$ cat src/rtl/tmac_uni_sched.sv
`default_nettype none
// ============================================================================
// Module   : tmac_uni_sched
// Purpose  : Sequencer for the unipolar temporal-coded multiplier lane.
//            Accepts operand pairs one at a time, loads them into the
//            multiplier, counts the multiplier's output ones for the whole
//            temporal window and presents the dot-product sum after TERMS
//            pairs.
// Ports    : clk, rst (async, active-high), abort (sync, highest priority)
//            in_valid/in_ready/in_a/in_b   operand pair handshake
//            mul_a/mul_b/mul_load_a/mul_load_b  multiplier load interface
//            mul_oc/mul_stop               multiplier output bit / stop flag
//            acc_out/acc_valid/acc_ready   dot-product result handshake
//            busy                          high whenever not in IDLE
// Revision : 1.0  initial release
// ============================================================================
module tmac_uni_sched #(
    parameter int TERMS = 16,
    parameter int WIDTH = 8,
    parameter int ACCW  = WIDTH + $clog2(TERMS)
) (
    input  logic             clk,
    input  logic             rst,
    input  logic             abort,
    input  logic             in_valid,
    output logic             in_ready,
    input  logic [WIDTH-1:0] in_a,
    input  logic [WIDTH-1:0] in_b,
    output logic [WIDTH-1:0] mul_a,
    output logic [WIDTH-1:0] mul_b,
    output logic             mul_load_a,
    output logic             mul_load_b,
    input  logic             mul_oc,
    input  logic             mul_stop,
    output logic [ACCW-1:0]  acc_out,
    output logic             acc_valid,
    input  logic             acc_ready,
    output logic             busy
);

    // A single-term batch still needs a one-bit counter.
    localparam int CNTW = (TERMS > 1) ? $clog2(TERMS) : 1;
    localparam logic [CNTW-1:0] LAST_TERM = CNTW'(TERMS - 1);
    localparam logic [ACCW-1:0] ACC_MAX   = {ACCW{1'b1}};

    typedef enum logic [2:0] {
        S_IDLE = 3'd0,
        S_LOAD = 3'd1,
        S_ARM  = 3'd2,
        S_RUN  = 3'd3,
        S_OUT  = 3'd4
    } state_t;

    state_t            state;
    logic [ACCW-1:0]   acc;
    logic [CNTW-1:0]   term_cnt;

    // The accumulator is the result register; it is only qualified by
    // acc_valid, so it can drive the output directly.
    assign acc_out = acc;

    // All handshake and strobe outputs are registered and updated together
    // with the state transition that makes them true.
    always_ff @(posedge clk or posedge rst) begin
        if (rst) begin
            state      <= S_IDLE;
            acc        <= '0;
            term_cnt   <= '0;
            mul_a      <= '0;
            mul_b      <= '0;
            mul_load_a <= 1'b0;
            mul_load_b <= 1'b0;
            acc_valid  <= 1'b0;
            in_ready   <= 1'b1;
            busy       <= 1'b0;
        end else if (abort) begin
            // The multiplier may be left mid-window; the next load
            // overwrites its buffers, so it needs no cleanup here.
            state      <= S_IDLE;
            acc        <= '0;
            term_cnt   <= '0;
            mul_load_a <= 1'b0;
            mul_load_b <= 1'b0;
            acc_valid  <= 1'b0;
            in_ready   <= 1'b1;
            busy       <= 1'b0;
        end else begin
            case (state)
                S_IDLE: begin
                    if (in_valid) begin
                        mul_a      <= in_a;
                        mul_b      <= in_b;
                        // The first pair of a batch discards the previous
                        // batch's result, which was held until now.
                        if (term_cnt == '0) begin
                            acc <= '0;
                        end
                        mul_load_a <= 1'b1;
                        mul_load_b <= 1'b1;
                        in_ready   <= 1'b0;
                        busy       <= 1'b1;
                        state      <= S_LOAD;
                    end
                end

                S_LOAD: begin
                    mul_load_a <= 1'b0;
                    mul_load_b <= 1'b0;
                    state      <= S_ARM;
                end

                S_ARM: begin
                    // The multiplier's stop flag is still high from the load
                    // in this cycle, so it is deliberately not looked at.
                    state <= S_RUN;
                end

                S_RUN: begin
                    if (!mul_stop) begin
                        if (mul_oc && (acc != ACC_MAX)) begin
                            acc <= acc + ACCW'(1);
                        end
                    end else if (term_cnt == LAST_TERM) begin
                        term_cnt  <= '0;
                        acc_valid <= 1'b1;
                        state     <= S_OUT;
                    end else begin
                        term_cnt <= term_cnt + CNTW'(1);
                        in_ready <= 1'b1;
                        busy     <= 1'b0;
                        state    <= S_IDLE;
                    end
                end

                S_OUT: begin
                    if (acc_ready) begin
                        acc_valid <= 1'b0;
                        in_ready  <= 1'b1;
                        busy      <= 1'b0;
                        state     <= S_IDLE;
                    end
                end

                default: begin
                    state      <= S_IDLE;
                    mul_load_a <= 1'b0;
                    mul_load_b <= 1'b0;
                    acc_valid  <= 1'b0;
                    in_ready   <= 1'b1;
                    busy       <= 1'b0;
                end
            endcase
        end
    end

endmodule
`default_nettype wire

$ cat config.mk
export PLATFORM = sky130hd
export DESIGN_NAME = tmac_uni_sched
export DESIGN_NICKNAME = d
export VERILOG_FILES = /design/src/rtl/tmac_uni_sched.sv
export SDC_FILE = /design/constraint.sdc
export NUM_CORES = 1
export LEC_CHECK = 0
export BUFFER_PORTS_ARGS = -buffer_cell sky130_fd_sc_hd__buf_2
export CORE_AREA = 2 2 65 73
export DETAILED_ROUTE_END_ITERATION = 16
export DIE_AREA = 0 0 67 75
export PLACE_DENSITY = 0.84
export SYNTH_ARGS = -nofsm -noshare
export SYNTH_HDL_FRONTEND = slang
export SYNTH_SLANG_ARGS = --single-unit
$ cat constraint.sdc
create_clock -name clk -period 1.6 [get_ports clk]
set_input_delay 0.32 -clock clk [delete_from_list [all_inputs] [get_ports clk]]
set_output_delay 0.32 -clock clk [all_outputs]
set_load 0.02 [all_outputs]
Yosys cells after proc, flatten, opt, wreduce, memory -nomap -nowiden
Cells that the tools add are included.
Storage, ports and cells
  flip-flop bits (word level): 39
  latch bits: 0
  memory bits (writable): 0
  ROM bits: 0
  input bits: 23
  output and inout port bits: 33
  word-level logic and storage cells: 79
  memories kept: 0
Operators by class
  $add $sub $neg: 2
  $mul: 0
  div/mod/pow operators: 0
  magnitude comparators: 0
  eq/ne operators: 17
  shift-type cells: 0
  muxes and demuxes: 34
  bitwise operators: 1
  reductions and logical operators: 16
Operator list (count)
  two-way mux 12 bit: 5
  inequality test 3 bit (second input constant): 8
  one-hot mux 12 bit (2 select lines): 1
  two-way mux 4 bit: 4
  two-way mux 3 bit: 5
  one-hot mux 3 bit (5 select lines): 1
  two-way mux 1 bit: 14
  adder 12 x 1 -> 12 bit (second input constant): 1
  inequality test 12 bit (second input constant): 1
  AND reduction 5 bit: 2
  one-hot mux 1 bit (4 select lines): 2
  equality test 3 x 2 -> 1 bit (second input constant): 2
  inequality test 2 x 1 -> 1 bit (second input constant): 3
  AND reduction 3 bit: 2
  OR reduction 3 bit: 2
  adder 4 x 1 -> 4 bit (second input constant): 1
  equality test 4 bit (second input constant): 1
  zero test 4 bit: 1
  AND reduction 2 bit: 2
  AND reduction 4 bit: 1
  nonzero test 2 bit: 2
  equality test 3 x 1 -> 1 bit (second input constant): 1
  equality test 3 bit (second input constant): 1
  zero test 3 bit: 1
  6 further kinds: 6

Longest topological paths before layout
  word-level depth: 6
  mapped depth: 7
  mapped depth without buffers: 7

Worst setup path before layout
Ideal clock, no wire load.
  kind: register to register
  start: reg acc[0] (netlist: acc_out[0])
  end: reg acc[5] (netlist: acc_out[5])
  library setup time: 0.066 ns
  data arrival time: 1.746 ns
  required time: 1.534 ns
  path slack: -0.212 ns
  cell stages (with the launch flop): 7
  buffers on the path: 0
  period minus slack after synthesis: 1.812 ns
  cells stage by stage: dfrtp_1 > ha_1 > and4_1 > nand3_1 > nand2_1 > or4b_1 > nand2_1
Between the ends
  cells in the longest elaborated chain, start to end: 5
  elaborated cells between the ends (all ways): 9
  classes of those cells: 1 x add/sub; 2 x eq/ne; 4 x mux; 2 x reduce/logical
RTL lines
  start: declaration: line 55  | logic [ACCW-1:0] acc;
  start signal: assignment: line 121  | acc <= acc + ACCW'(1);
  adder 12 x 1 -> 12 bit: line 121
  two-way mux 12 bit: line 120  | if (mul_oc && (acc != ACC_MAX)) begin
  two-way mux 12 bit: line 119  | if (!mul_stop) begin
  one-hot mux 12 bit (2 select lines): line 88  | case (state)
  two-way mux 12 bit: line 76  | end else if (abort) begin
Parallel ways exist; a longest one is shown, timed or not. The select of a mux whose other input is x is not followed.
A chain may end at the register's enable or synchronous reset.

Worst setup path in the final report
  start: reg term_cnt[0]
  end: reg acc[0] (netlist: acc_out[0])
Between the ends
  cells in the longest elaborated chain, start to end: 3
RTL lines
  start: declaration: line 56  | logic [CNTW-1:0] term_cnt;
  start signal: assignment: line 128  | term_cnt <= term_cnt + CNTW'(1);
  zero test 4 bit: line 95  | if (term_cnt == '0) begin
  inequality test 3 bit (no source line)
  AND reduction 5 bit (no source line)
No other way between the ends.

==> impl_metrics.yaml <==
run_status:
  status: "finished with violations"
  violations: "negative setup slack"
placed_design:
  gp_congestion: 0.868
  dp_cells: 318
  hpwl_mm: 3.54
  io_buffer_count: 55
synthesis:
  synth_edf_count: 0
  netlist.area_leader.share_pct: 49.4
  synth_area_leader_cell: "dfrtp_1"
  yosys_warnings: 0
  ys_seq_area_share_pct: 50.8
  ys_ff_latch: 39
  avgSynthCellArea_um2: 10.9
  syn-num-nets: 202
  synthArstFlopShare_pct: 100
  ys.flop_type: "dfrtp_1"
  synth_area_um2: 1920
  synth.distinct_cells: 44
  synth_area_leaders: "dfrtp_1, mux2_2, nand2_1, a21oi_1, o21ai_0"
  synthCells: 176
clock_tree:
  cts_tree: "built"
  clk_path_buf_depth: 2
  clk_latency_ns: 0.29
  htreeDepth: 2
  cts_buffers: 5
  clk_pin_slew_worst_paths_ns: 0.08
  cts_root_buffer: "clkbuf_8"
  cts.sinks: 39
worst_setup_path:
  r2r_cells: 8
  critPathMaxStageDelay_ns: 0.40
  crit_chain: "inv_2, ha_4, nor4b_4, buf_4, a211oi_4, buf_6, a21o_1, mux2_4"
  cp_max_fo: 5
  cp.required_ns: 1.78
  slowest_stage: "dfrtp_1"
  arrival_ns: 1.87
  start_kind: "flop"
  critPathKind: "reg -> reg"
  cp-end-kind: "flop"
drt:
  dr.pass1.iters: 4
  viasPerCell: 5.61
  drc: 0
  wl_per_cell_um: 16.3
  ant_nets: 0
  initialDrtViolationCount: 108
  vias: 1850
  wl_mm: 5.36
sta:
  hold_viol_final: 0
  rsz0062_at_grt: "yes"
  hold_ws_ns: 0.121
  worst_pin_slew_ns: 0.482
  skew_ns: 0.00601
  setup_ws_ns: -0.0916
  fmax_mhz: 591
  setup_violations: 9
  period_needed_ns: 1.69
  finalCritPeriodShare_pct: 106
  slew_violations: 0
  maxSlewHeadroom_pct: 67.8
die:
  core_um2: 4250
  start_util_pct: 45.2
  die_h_um: 75
  rows: 25
  die-area_um2: 5030
  die_x_um: 67
  io-pin-count: 56
final_layout:
  multi_input_area_um2: 1020
  final_nets: 301
  layout-drive-gt1-share_pct: 58.3
  fin_util_pct: 66.5
  syn_to_final_growth_pct: 47.2
  n_antenna_cell: 0
  nFillCells: 317
  stdcell_count: 330
  seqCellArea_um2: 986
global_routing:
  grt_use_met2_pct: 38.9
  grt_pass1_wl_mm: 8.28
  first_global_vias: 1852
  grt-ovfl-total: 0
  use_met1_pct: 24.4
  grt_use_met3_pct: 5.83
  grt_max_degree: 40
  antenna_found_initial: 0
  busiest_layer: "met2"
  track_usage_pct: 21.9
job:
  maxCapViolations: 0
power_and_ir_drop:
  vdd_drop_max_mv: 0.721
  power.leakage_uw: 0.00137
  powerDensity_nw_per_um2: 908
worst_hold_path:
  hp-class: "in -> async"
## cell type report
type | count | area share (%)
clock inverter | 3 | 1.55
timing repair buffer | 98 | 22.0
sequential | 39 | 34.8
clock buffer | 5 | 2.43
multi-input combinational | 125 | 36.0
tap | 54 | 2.39
inverter | 6 | 0.796
## per-layer routing
metal | routed length [µm] | vias to the layer above
li1 | - | 839
met1 | 2060 | 915
met2 | 2840 | 78
met3 | 309 | 18
met4 | 151 | 0
met5 | 0 | -
## worst paths after layout
kind	start	endpoint	slack, ns
min	rst	mul_a[6]$_DFFE_PP0P_	0.12
max reg2reg	term_cnt[0]$_DFFE_PP0P_	acc_out[0]$_DFFE_PP0P_	-0.09
max in group asynchronous	rst	acc_out[1]$_DFFE_PP0P_	1.11
min reg2reg	busy$_DFFE_PP0P_	busy$_DFFE_PP0P_	0.48
max	term_cnt[0]$_DFFE_PP0P_	acc_out[0]$_DFFE_PP0P_	-0.09
min in group clk	abort	mul_load_b$_DFFE_PP0P_	0.22
## stage by stage
step | area (µm²) | TNS [ns] | setup slack, ns | total power (µW)
floorplan | 1940 | -0.131 | -0.0790 | 1520
global placement | 2550 | -0.0480 | -0.0349 | 1710
detailed placement | 2550 | -0.271 | -0.0729 | 1730
CTS | 2750 | -0.354 | -0.101 | 2570
global route | 2830 | -1.29 | -0.198 | 2690
finish | 2830 | -0.512 | -0.0916 | 2570
## report_power, final
part / switching, µW / leakage [µW] / internal, µW / total, µW
clock: 355 / 0.0000581 / 464 / 819
sequential: 63.5 / 0.000491 / 1100 / 1170
combinational: 329 / 0.000818 / 256 / 585
total: 747 / 0.00137 / 1820 / 2570
## repair_timing
item,in CTS,in global routing
pin swaps,2,7
setup endpoints to repair,13,34
hold buffers,0,0
buffers inserted,3,2
resized for setup,17,18
gates cloned,0,0
## cells by family after synthesis
logic type	count (synthesis)	share of synthesized area, %
xor+xnor	2	0.911
simple gates	60	18.6
buf+inv	12	3.06
mux	17	9.95
fa+ha+maj	3	1.95
flops	39	50.8
compound gates	43	14.7
## cells in the final DEF (no fill, tap or decap), types with 2 or more instances in the layout
cell type,netlist,routed
a21oi_1,10,9
nor2_1,12,10
nor2_2,0,2
nor3b_4,1,2
nor4b_4,1,2
and2_1,3,3
buf_6,0,3
buf_4,3,39
nand2_2,1,3
inv_1,6,4
o31ai_2,0,2
dfrtp_2,0,7
o31ai_1,5,3
mux2_2,17,16
or4_1,2,2
buf_2,2,55
and4_1,3,2
and3_1,2,2
dfrtp_1,38,31
a31oi_1,5,4
nand3_2,0,2
o41ai_2,0,2
nand3_1,8,6
o21ai_0,10,7
inv_2,0,2
clkbuf_8,0,5
o21ai_1,0,3
nand2_1,18,16
## critical path: cells and delay by family (launching register included)
| kind | cells | cell delay [ns] |
|---|---|---|
| flops | 1 | 0.40 |
| buf+inv | 3 | 0.39 |
| mux | 1 | 0.26 |
| compound gates | 2 | 0.22 |
| simple gates | 1 | 0.20 |
| fa+ha+maj | 1 | 0.12 |
## Yosys cell counts, types with 2 or more instances
master,n
and3_1,2
and4_1,3
nor2_1,12
o41ai_1,3
a21oi_1,10
nand2_1,18
o31ai_1,5
buf_2,2
o21ai_0,10
ha_1,3
or4_1,2
buf_4,3
dfrtp_1,38
inv_1,6
and2_1,3
nand3_1,8
a31oi_1,5
mux2_2,17
## flip-flops by register name (all words and copies together) (netlist names)
signal,flops
acc_out,12
mul_a,8
acc_valid,1
mul_load_b,1
in_ready,1
busy,1
term_cnt,4
state,3
mul_b,8
Power figures use the tool's default switching activity.
